$ cat src/rtl/fifo_arb_pkg.sv
// Shared constants, credit type and round-robin helper for the FIFO write arbiter.
package fifo_arb_pkg;

  localparam int unsigned DEF_FIFO_DEPTH = 8;
  localparam int unsigned CRED_W         = $clog2(DEF_FIFO_DEPTH) + 1;

  typedef logic [CRED_W-1:0] credit_t;

  // Next round-robin position after ptr, wrapping modulo n.
  function automatic int unsigned rr_next(input int unsigned ptr, input int unsigned n);
    return (ptr + 1 >= n) ? 0 : ptr + 1;
  endfunction

endpackage

$ cat src/rtl/rr_picker.sv
// Combinational round-robin picker: first set req bit at or above rr_ptr, wrapping.
module rr_picker #(
  parameter int unsigned NUM_REQ = 4,
  parameter int unsigned IDX_W   = $clog2(NUM_REQ)
) (
  input  logic [NUM_REQ-1:0] req,
  input  logic [IDX_W-1:0]   rr_ptr,
  output logic [NUM_REQ-1:0] gnt,
  output logic [IDX_W-1:0]   gnt_idx
);

  int unsigned      pos;
  logic [IDX_W-1:0] pos_idx;
  logic             found;

  always_comb begin
    gnt     = '0;
    gnt_idx = '0;
    found   = 1'b0;
    pos     = 0;
    pos_idx = '0;
    for (int unsigned k = 0; k < NUM_REQ; k++) begin
      pos = 32'(rr_ptr) + k;
      if (pos >= NUM_REQ) pos = pos - NUM_REQ;
      pos_idx = IDX_W'(pos);
      if (!found && req[pos_idx]) begin
        found        = 1'b1;
        gnt[pos_idx] = 1'b1;
        gnt_idx      = pos_idx;
      end
    end
  end

endmodule

$ cat src/rtl/fifo_wr_arbiter.sv
// Round-robin arbiter sharing one FIFO write port, with credit-based overflow
// protection and a write-acknowledge checker.
module fifo_wr_arbiter
  import fifo_arb_pkg::*;
#(
  parameter int unsigned NUM_REQ    = 4,
  parameter int unsigned DATA_WIDTH = 16,
  parameter int unsigned FIFO_DEPTH = DEF_FIFO_DEPTH
) (
  input  logic                          clk,
  input  logic                          rst_n,
  input  logic [NUM_REQ-1:0]            req,
  input  logic [NUM_REQ*DATA_WIDTH-1:0] req_data,
  output logic [NUM_REQ-1:0]            gnt,
  output logic                          fifo_wr_en,
  output logic [DATA_WIDTH-1:0]         fifo_data_in,
  input  logic                          fifo_wr_ack,
  input  logic                          fifo_pop,
  output logic [$clog2(FIFO_DEPTH):0]   credits,
  output logic                          err_ack,
  output logic                          err_pop
);

  localparam int unsigned IDX_W = $clog2(NUM_REQ);
  localparam int unsigned CW    = $clog2(FIFO_DEPTH) + 1;
  localparam logic [CW-1:0] FULL_CRED = CW'(FIFO_DEPTH);

  logic [IDX_W-1:0]      rr_ptr_q, rr_ptr_d, pick_idx;
  logic [NUM_REQ-1:0]    pick_gnt;
  logic [CW-1:0]         credits_q, credits_d;
  logic [DATA_WIDTH-1:0] data_q, data_d;
  logic                  wr_en_q, ack_pend_q;
  logic                  err_ack_q, err_ack_d, err_pop_q, err_pop_d;
  logic                  wr_fire;

  rr_picker #(
    .NUM_REQ (NUM_REQ),
    .IDX_W   (IDX_W)
  ) u_picker (
    .req     (req),
    .rr_ptr  (rr_ptr_q),
    .gnt     (pick_gnt),
    .gnt_idx (pick_idx)
  );

  // No credits means no free slot once every in-flight write lands.
  assign gnt     = (rst_n && credits_q != '0) ? pick_gnt : '0;
  assign wr_fire = |gnt;

  always_comb begin
    rr_ptr_d  = rr_ptr_q;
    data_d    = data_q;
    credits_d = credits_q;
    if (wr_fire) begin
      rr_ptr_d = IDX_W'(rr_next(32'(pick_idx), NUM_REQ));
      data_d   = req_data[32'(pick_idx)*DATA_WIDTH +: DATA_WIDTH];
    end
    case ({wr_fire, fifo_pop})
      2'b10:   credits_d = credits_q - CW'(1);
      2'b01:   credits_d = (credits_q == FULL_CRED) ? credits_q : credits_q + CW'(1);
      default: credits_d = credits_q;
    endcase
    err_pop_d = err_pop_q | (fifo_pop && credits_q == FULL_CRED);
    // ack_pend_q marks a write the FIFO sampled last edge; its ack is due now.
    err_ack_d = err_ack_q | (ack_pend_q != fifo_wr_ack);
  end

  always_ff @(posedge clk or negedge rst_n) begin
    if (!rst_n) begin
      rr_ptr_q   <= '0;
      credits_q  <= FULL_CRED;
      data_q     <= '0;
      wr_en_q    <= 1'b0;
      ack_pend_q <= 1'b0;
      err_ack_q  <= 1'b0;
      err_pop_q  <= 1'b0;
    end else begin
      rr_ptr_q   <= rr_ptr_d;
      credits_q  <= credits_d;
      data_q     <= data_d;
      wr_en_q    <= wr_fire;
      ack_pend_q <= wr_en_q;
      err_ack_q  <= err_ack_d;
      err_pop_q  <= err_pop_d;
    end
  end

  assign fifo_wr_en   = wr_en_q;
  assign fifo_data_in = data_q;
  assign credits      = credits_q;
  assign err_ack      = err_ack_q;
  assign err_pop      = err_pop_q;

endmodule
$ cat config.mk
export PLATFORM = sky130hd
export DESIGN_NAME = fifo_wr_arbiter
export DESIGN_NICKNAME = d
export VERILOG_FILES = /design/src/rtl/fifo_arb_pkg.sv /design/src/rtl/rr_picker.sv /design/src/rtl/fifo_wr_arbiter.sv
export SDC_FILE = /design/constraint.sdc
export NUM_CORES = 1
export LEC_CHECK = 0
export CAP_MARGIN = 20
export CORE_MARGIN = 3
export CORE_UTILIZATION = 41
export CTS_CLUSTER_DIAMETER = 120
export CTS_CLUSTER_SIZE = 16
export DETAILED_ROUTE_END_ITERATION = 8
export PLACE_DENSITY = 0.77
export SETUP_SLACK_MARGIN = 0.4
export SYNTH_ARGS = -nofsm -noshare
export SYNTH_HDL_FRONTEND = slang
export SYNTH_HIERARCHICAL = 1
export SYNTH_SLANG_ARGS = --single-unit
$ cat constraint.sdc
create_clock -name clk -period 4.7 [get_ports clk]
set_input_delay 0.94 -clock clk [delete_from_list [all_inputs] [get_ports clk]]
set_output_delay 0.94 -clock clk [all_outputs]
set_load 0.01 [all_outputs]
==> impl_metrics.ini, run 1 <==
[floorplan]
core.rowCount = 25
coreArea_um2 = 4755
start_util_pct = 42.95
die_x_um = 76.57
dieArea_um2 = 5863
ioPinCount = 99
die_h_um = 76.57

[logic_synthesis]
async_flop_share_pct = 100.0
ys_seq_area_share_pct = 31.92
synth-main-ff-cell = dfrtp_1
synth_area_leaders = dfrtp_1 31%, mux4_2 21%, nand2_1 12%
syn_inst = 203
synth_nets = 284
synth_cell_types = 49
synthesis.area_um2 = 2042
yosys.area.top_type = dfrtp_1
syn_area_per_cell_um2 = 10.06
synth-seq-cells = 26
synth_edf_count = 0
netlist.area_leader.share_pct = 30.64
ys_warn_count = 6

[grt]
gr-total-overflow = 0
grt_use_total_pct = 18.84
antenna_found_initial = 0
grt_pass1_wl_mm = 8.921
grt_max_degree = 28
grt_pass1_vias = 1797

[layout]
multi_input_area_um2 = 1294
area_delta_synth_final_pct = 53.80
num-nets-final = 377
layout.cells.non_filler = 362
drive_gt1_share_pct = 15.25
fill_cells = 411
finalInstanceArea_um2 = 3141
seq_area_um2 = 653.1
final_util_pct = 66.05
num_antenna_cells = 0

[worst_setup_path]
arrival_ns = 3.13
slowest_stage = dfrtp_1
r2r.worst_path.cells = 14
r2r-end = credits[3]$_DFFE_PN1P_
crit_path_end_kind = primary output
worstPathMaxFanout = 14
path_cells = inv_1 -> ha_1 -> mux4_2 -> or2_4 -> nor2b_4 -> a221o_2 -> and2_1 -> clkdlybuf4s50_1
crit_family = buffers and inverters
critical_path_buf_inv_count = 2
r2r_start = rr_ptr_q[1]$_DFFE_PN0P_
crit_type = reg -> out
reg2reg_slack_ns = 0.87
worstPathRequired_ns = 3.76
critPathLaunchType = register
slowest_delay_ns = 0.64

[status]
status = finished clean

[clock_network]
h-tree-depth = 1
clk_path_buf_depth = 2
numCtsBuffers = 3
cts.sinks = 26
path_clk_slew_ns = 0.09
cts_root_buffer = clkbuf_8
hold_buffers = 0
cts_tree = yes
clock_latency_ns = 0.27

[timing]
rsz0062_at_grt = false
relSlewSlack_pct = 68.97
period_minus_slack_ns = 4.070
finalHoldViolations = 0
post-route-period-util_pct = 86.60
slew_viol_final = 0
max_freq_mhz = 245.7
tns_ns = 0
setup_violations = 0
whs_ns = 0.3858
worst_slew_pin_slew_ns = 0.4655
fin_skew_ns = 0.004340

[flow_run]
cap_violations = 0

[min_path]
hold_end = ack_pend_q$_DFF_PN0_
min_from = fifo_wr_en$_DFF_PN0_
hp-class = reg -> reg
min_delay_path_depth = 0

[power_and_ir_drop]
sequentialPowerShare_pct = 22.3
clkPwrFrac_pct = 7.1
vdd_ir_drop_max_v = 0.0003521
power_switching_uw = 849.3
power_leakage_uw = 0.001328
p_int_uw = 1183
swShare_pct = 41.78
comb_power_share_pct = 70.6
p_per_area_nw_per_um2 = 647.3

[drt]
wl_mm = 5.420
drtIter0Drc = 74
avgViaCountPerCell = 5.119
postRouteAntennaNets = 0
drtPass1Iterations = 6
post_drt_wl_per_cell_um = 14.97
vias = 1853
drc = 0

[placed_design]
place.gp.congestion = 0.8126
placed_cell_area_um2 = 3060
port_buffers = 98
dp_hpwl_mm = 4.138
placedCellCount = 357
[cell usage after synthesis (3+ instances only)]
| cell | count |
|---|---|
| o21ai_0 | 8 |
| dfrtp_1 | 25 |
| xnor2_1 | 3 |
| buf_2 | 6 |
| nor2_1 | 3 |
| nand2b_1 | 3 |
| clkbuf_1 | 4 |
| mux2i_1 | 3 |
| nand2_1 | 63 |
| clkbuf_2 | 3 |
| inv_1 | 4 |
| mux4_2 | 19 |
| a221o_2 | 4 |
| ha_1 | 8 |
| and2_1 | 4 |
[metrics by stage]
step | setup slack, ns | power (µW)
6_report | 0.6300 | 2033
3_5_place_dp | 0.2324 | 1886
3_3_place_gp | 0.3643 | 1855
5_1_grt | 0.4269 | 2211
2_1_floorplan | 0.5997 | 1446
4_1_cts | 0.4276 | 2040
[state kept, by name, indices dropped and copies added (netlist names)]
| register | count |
|---|---|
| fifo_data_in | 16 |
| credits | 4 |
| rr_ptr_q | 2 |
| ack_pend_q | 1 |
| err_ack | 1 |
| err_pop | 1 |
| fifo_wr_en | 1 |
[power groups by stage]
stage	clock (µW)	combinational [µW]	sequential, µW
6_report	144	1440	453
5_1_grt	161	1570	476
4_1_cts	149	1440	452
3_5_place_dp	0	1430	456
3_3_place_gp	0	1400	451
2_1_floorplan	0	984	461
[how the worst max path moves through the flow]
| stage | from | end | depth (start not counted) |
|---|---|---|---|
| floorplan | req[0] | credits[3]$_DFFE_PN1P_ | 14 |
| global placement | req[3] | credits[3]$_DFFE_PN1P_ | 13 |
| detailed placement | req[3] | credits[3]$_DFFE_PN1P_ | 13 |
| CTS | req[3] | gnt[3] | 7 |
| global route | rr_ptr_q[1]$_DFFE_PN0P_ | gnt[3] | 8 |
| finish | rr_ptr_q[1]$_DFFE_PN0P_ | gnt[0] | 8 |
[cell families (layout without fill, tap and decap cells)]
family          count (synthesis)  count (layout)  synth area share [%]
compound gates                 33              33                 12.56
flops                          26              26                 31.92
fa+ha+maj                       9               9                 5.883
buf+inv                        21             113                 5.330
xor+xnor                        4               4                 1.716
mux                            23              23                 22.98
simple gates                   87              87                 19.61
[cell usage in the layout (no fill, tap or decap), drive strengths merged, types with 2 or more instances in the layout]
cell	count
xnor2	3
buf	6
or2	2
nand2b	4
a22o	2
mux4	19
o211ai	2
a31oi	2
mux2i	3
a221o	4
a211oi	2
and2	4
and3b	2
o31ai	2
clkdlybuf4s50	94
o21bai	2
clkbuf	4
dlymetal6s2s	4
o21ai	9
inv	5
nand2	63
nor3b	2
ha	8
dfrtp	25
nor2	3
a21oi	2
[cell type report]
class,count,share of cell area (%)
timing repair buffer,104,32.99
tap,67,2.669
inverter,5,0.5976
multi-input combinational,156,41.20
clock buffer,4,1.753
sequential,26,20.80
[layer usage]
metal	wire, µm	share of wire, %	up-vias	track usage [%]
met5	0	0	-	0
met4	84	1.5	0	5.797
met3	261	4.8	6	4.019
met2	2833	52	51	32.43
met1	2241	41	885	23.70
li1	-	-	911	-
[repair_timing]
item | CTS | global route
setup buffers | 1 | 0
resized for setup | 0 | 6
pin swaps | 0 | 0
setup endpoints to repair | 3 | 7
[worst register-to-register path: cells and delay by family (launching register included)]
family                     cells  cell delay (ns)
AOI/OAI and AO/OA              5             0.95
xor gates and xnor gates       1             0.15
adders and majority gates      2             0.75
buffers and inverters          1             0.13
DFF                            1             0.64
muxes                          1             0.40
and+or+nand+nor                4             0.72
Power figures use the tool's default switching activity.
==> run 2: changes to the inputs <==
Settings changed: CORE_MARGIN 3 to 2.
==> impl_metrics.ini, run 2 (synthesis gave the netlist of run 1 again) <==
[drt]
postRouteAntennaNets = 0
vias = 1890
wl_met3_um = 289
post_drt_wl_per_cell_um = 14.42
dr.max_layer_used = met4
wl_mm = 5.205
drtPass1Iterations = 4
wl_met1_mm = 2.145
drc = 0
avgViaCountPerCell = 5.235
drtIter0Drc = 78
dr_wl_met2_mm = 2.703

[power_and_ir_drop]
comb_power_share_pct = 70.8
swShare_pct = 41.50
power_switching_uw = 845.2
clkPwrFrac_pct = 7.0
p_int_uw = 1191
power_uw = 2037
vdd_ir_drop_max_v = 0.0003093
power_leakage_uw = 0.001318
sequentialPowerShare_pct = 22.2
p_per_area_nw_per_um2 = 647.7

[timing]
post-route-period-util_pct = 86.57
finalHoldViolations = 0
relSlewSlack_pct = 70.48
worst_slew_pin_slew_ns = 0.4402
tns_ns = 0
rsz0062_at_grt = false
slew_viol_final = 0
max_freq_mhz = 245.8
period_minus_slack_ns = 4.069
setup_violations = 0
fin_skew_ns = 0.006310

[floorplan]
core.rowCount = 25
die_h_um = 74.57
coreArea_um2 = 4755
start_util_pct = 42.95
die_x_um = 74.57
dieArea_um2 = 5561
ioPinCount = 99

[min_path]
min_delay_path_depth = 0
min_from = fifo_wr_en$_DFF_PN0_
hold_end = ack_pend_q$_DFF_PN0_
hp-class = reg -> reg

[layout]
area_delta_synth_final_pct = 53.98
drive_gt1_share_pct = 15.65
layout_common_cells = 94 x clkdlybuf4s50_1, 63 x nand2_1, 23 x dfrtp_1
fill_cells = 406
final_util_pct = 66.13
layout_commonest_cell = clkdlybuf4s50_1
largest_reg_flops = 16
num-nets-final = 376
num_antenna_cells = 0

[grt]
grt_max_degree = 28
grt_pass1_vias = 1732
antenna_found_initial = 0
grt_pass1_wl_mm = 8.190
grt_use_total_pct = 19.06
gr-total-overflow = 0

[worst_setup_path]
crit_path_end_kind = primary output
crit_type = in -> out
reg2reg_slack_ns = 0.93
arrival_ns = 3.13
r2r.worst_path.cells = 14
worstPathRequired_ns = 3.76
r2r-end = credits[3]$_DFFE_PN1P_
critPathLaunchType = input port
worstPathMaxFanout = 11
r2r_start = rr_ptr_q[0]$_DFFE_PN0P_

[clock_network]
clk_path_buf_depth = 2
cts.sinks = 26
numCtsBuffers = 3
hold_buffers = 0
h-tree-depth = 1
path_clk_slew_ns = 0.08
clock_latency_ns = 0.27
cts_root_buffer = clkbuf_8
cts_tree = yes

[placed_design]
place.gp.congestion = 0.7937
dp_hpwl_mm = 4.019
port_buffers = 98

[status]
status = finished clean

[flow_run]
cap_violations = 0
-- run 2: cell types whose count changed in the layout (fill, tap and decap cells not counted), sizes merged --
| cell | delta |
|---|---|
| buf | -1 |
| dlygate4sd2 | +1 |
| dlymetal6s2s | -1 |
-- run 2: worst max-delay path by stage --
stage,endpoint,from
finish,gnt[1],req[3]
global route,gnt[0],rr_ptr_q[0]$_DFFE_PN0P_
CTS,gnt[1],req[0]
detailed placement,credits[3]$_DFFE_PN1P_,req[3]
global placement,credits[3]$_DFFE_PN1P_,req[3]
floorplan,credits[3]$_DFFE_PN1P_,req[0]
-- run 2: through the flow --
stage | hold slack (ns) | std cells | area (µm²) | worst slack (ns)
after global placement | 0.3633 | 356 | 3053 | 0.3716
final | 0.3867 | 361 | 3144 | 0.6314
after global routing | 0.4023 | 361 | 3144 | 0.4567
after floorplan | 0.4160 | 203 | 2042 | 0.5997
after detailed placement | 0.3630 | 356 | 3053 | 0.1955
after CTS | 0.3861 | 361 | 3119 | 0.4224
-- run 2: worst max-delay path, stage by stage --
cell and delay [ns]:
dlygate4sd2_1 0.34, mux4_2 0.58, or2_4 0.27, nor2b_4 0.14, a221o_2 0.19, and2_1 0.13, clkdlybuf4s50_1 0.53
-- run 2: per-layer routing --
metal  global-route usage, %  up-vias
li1                        -      915
met1                   25.71      906
met2                   30.88       61
met3                   4.607        8
met4                   5.159        0
met5                       0        -
-- run 2: power by group through the flow --
stage / clock (µW) / sequential (µW) / combinational [µW]
final: 142 / 452 / 1440
after global routing: 154 / 471 / 1600
after CTS: 146 / 450 / 1440
after detailed placement: 0 / 453 / 1430
after global placement: 0 / 450 / 1400
after floorplan: 0 / 461 / 984
-- run 2: cell type report --
| class | instances | area, µm² | area share (%) |
|---|---|---|---|
| Sequential cell | 26 | 654.4 | 20.81 |
| Clock buffer | 4 | 55.05 | 1.751 |
| Timing Repair Buffer | 103 | 1025 | 32.59 |
| Inverter | 5 | 18.77 | 0.5969 |
| Multi-Input combinational cell | 156 | 1308 | 41.58 |
| Tap cell | 67 | 83.83 | 2.666 |
-- run 2: timing repair --
item,CTS,global route
setup endpoints to repair,4,8
pin swaps,0,0
gates resized for setup,2,7
setup buffers,1,0
endpoints found under the hold margin,0,0
==> run 3: changes to the inputs <==
Settings changed: ABC_AREA set to 1, CORE_UTILIZATION 41 to 43, PLACE_DENSITY 0.77 to 0.78.
==> impl_metrics.ini, run 3 <==
[status]
status = finished clean

[clock_network]
clock_latency_ns = 0.27
numCtsBuffers = 3
clk_path_buf_depth = 2
cts_root_buffer = clkbuf_8
cts_tree = yes
cts.sinks = 26
path_clk_slew_ns = 0.10
post_cts_resized = 0
h-tree-depth = 1
hold_buffers = 0
cts_setup_buffers = 0

[logic_synthesis]
syn_inst = 294
synthesis.area_um2 = 2256
yosys.area.top_type = dfrtp_1
synth-seq-cells = 26
synth_area_leaders = dfrtp_1 28%, nor2_1 12%, a31oi_2 8.9%
syn_area_per_cell_um2 = 7.673
netlist.area_leader.share_pct = 27.73
synthTopCellsByCount = 74 x nor2_1, 33 x o21ai_0, 25 x dfrtp_1
synth-main-ff-cell = dfrtp_1
yosys.cell_count.top_type = nor2_1
ys_seq_area_share_pct = 28.90
synth_nets = 375
synth_edf_count = 0
ys_warn_count = 6
async_flop_share_pct = 100.0
synth_cell_types = 31

[grt]
grt_use_total_pct = 20.50
gr-total-overflow = 0
grt_pass1_wl_mm = 9.942
grt_pass1_vias = 2250
grt_max_degree = 37
antenna_found_initial = 0

[floorplan]
ioPinCount = 99
coreArea_um2 = 5075
dieArea_um2 = 5842
start_util_pct = 44.45
die_x_um = 76.43
core.rowCount = 26
die_h_um = 76.43

[layout]
layout_common_cells = 98 x clkdlybuf4s50_1, 74 x nor2_1, 33 x o21ai_0
layout_commonest_cell = clkdlybuf4s50_1
area_delta_synth_final_pct = 47.20
num-nets-final = 466
largest_reg_flops = 16
num_antenna_cells = 0
finalInstanceArea_um2 = 3321
drive_gt1_share_pct = 16.93

[timing]
rsz0062_at_grt = false
post-route-period-util_pct = 83.21
max_freq_mhz = 255.7
period_minus_slack_ns = 3.911
fin_skew_ns = 0.003480
slew_viol_final = 0
tns_ns = 0
finalHoldViolations = 0
relSlewSlack_pct = 48.37
worst_slew_pin_slew_ns = 0.7723
setup_ws_ns = 0.7892
setup_violations = 0

[worst_setup_path]
crit_type = in -> out
critical_path_buf_inv_count = 4
critPathLaunchType = input port
worstPathRequired_ns = 3.76
worstPathMaxFanout = 12
crit_path_end_kind = primary output
slowest_stage = clkdlybuf4s50_1
arrival_ns = 2.97
crit_family = buffers and inverters
path_cells = clkdlybuf4s50_1 -> inv_1 -> nand2_1 -> nand3_2 -> nand2_4 -> nor2_4 -> nand4_1 -> nand3_1 -> inv_1 -> nor2_1 -> clkdlybuf4s50_1
slowest_delay_ns = 0.54

[power_and_ir_drop]
p_int_uw = 1430
swShare_pct = 53.20
p_per_area_nw_per_um2 = 920.3
sequentialPowerShare_pct = 15.2
vdd_ir_drop_max_v = 0.0003822
power_leakage_uw = 0.001358
comb_power_share_pct = 78.7
power_switching_uw = 1626
clkPwrFrac_pct = 6.2

[drt]
drtPass1Iterations = 4
vias = 2302
avgViaCountPerCell = 5.070
post_drt_wl_per_cell_um = 12.96
wl_mm = 5.884
drtIter0Drc = 53
drc = 0
postRouteAntennaNets = 0

[placed_design]
placed_cell_area_um2 = 3249
dp_hpwl_mm = 4.569
port_buffers = 98
place.gp.congestion = 0.9236
post-place-ws_ns = 0.7940

[min_path]
hp-class = reg -> reg

[flow_run]
cap_violations = 0
[run 3: cell types whose count changed after synthesis, sizes merged, moves of 7 or more]
cell	change
a21oi	+7
a31oi	+14
inv	+16
mux4	-19
nand2	-29
nand3	+19
nand4	+8
nor2	+88
o21ai	+25
[run 3: metrics by stage]
stage | util [%] | power, µW | instances | hold WS [ns]
CTS | 65.43 | 3087 | 454 | 0.4023
global placement | 64.03 | 2839 | 450 | 0.3640
global route | 65.43 | 3370 | 454 | 0.4169
detailed placement | 64.03 | 2895 | 450 | 0.3751
finish | 65.43 | 3056 | 454 | 0.3973
floorplan | - | 2367 | 294 | 0.4160
[run 3: final timing paths]
| path | start | endpoint | slack, ns | depth (start not counted) |
|---|---|---|---|---|
| worst max register to register | rr_ptr_q[0]$_DFFE_PN0P_ | credits[3]$_DFFE_PN1P_ | 1.17 | 18 |
| worst min-delay path | fifo_wr_en$_DFF_PN0_ | ack_pend_q$_DFF_PN0_ | 0.40 | 0 |
| max in group asynchronous | rst_n | credits[3]$_DFFE_PN1P_ | 3.27 | 2 |
| worst max-delay path | req[1] | gnt[1] | 0.79 | 11 |
| worst min register to register | fifo_wr_en$_DFF_PN0_ | ack_pend_q$_DFF_PN0_ | 0.40 | 0 |
| min in group asynchronous | rst_n | credits[0]$_DFFE_PN0P_ | 1.11 | 2 |
[run 3: cells by family after synthesis]
group | count (synthesis) | share of synthesized area [%]
adders and majority gates | 9 | 5.325
DFF | 26 | 28.90
muxes | 2 | 1.331
AOI/OAI and AO/OA | 66 | 21.96
buffers and inverters | 35 | 7.487
and+or+nand+nor | 154 | 34.22
xor gates and xnor gates | 2 | 0.7766
[run 3: metal layers]
layer  global-route usage (%)  wire length [µm]  up-vias
met5                        0                 0        -
met4                    5.455                73        0
met3                    4.384               357        8
met2                    38.05              3062       85
met1                    23.71              2391     1047
li1                         -                 -     1162
[run 3: layout make-up]
| class | count | area (µm²) |
|---|---|---|
| inverter | 21 | 78.83 |
| timing repair buffer | 100 | 996.0 |
| fill | 461 | 1754 |
| clock buffer | 3 | 41.29 |
| clock inverter | 1 | 30.03 |
| tap | 70 | 87.58 |
| sequential | 26 | 651.9 |
| multi-input combinational | 233 | 1435 |
[run 3: power groups by stage]
stage | logic, µW | registers [µW] | clock network (µW)
6_report | 2400 | 464 | 189
5_1_grt | 2690 | 484 | 199
4_1_cts | 2430 | 465 | 191
3_5_place_dp | 2430 | 467 | 0
3_3_place_gp | 2380 | 463 | 0
2_1_floorplan | 1870 | 499 | 0
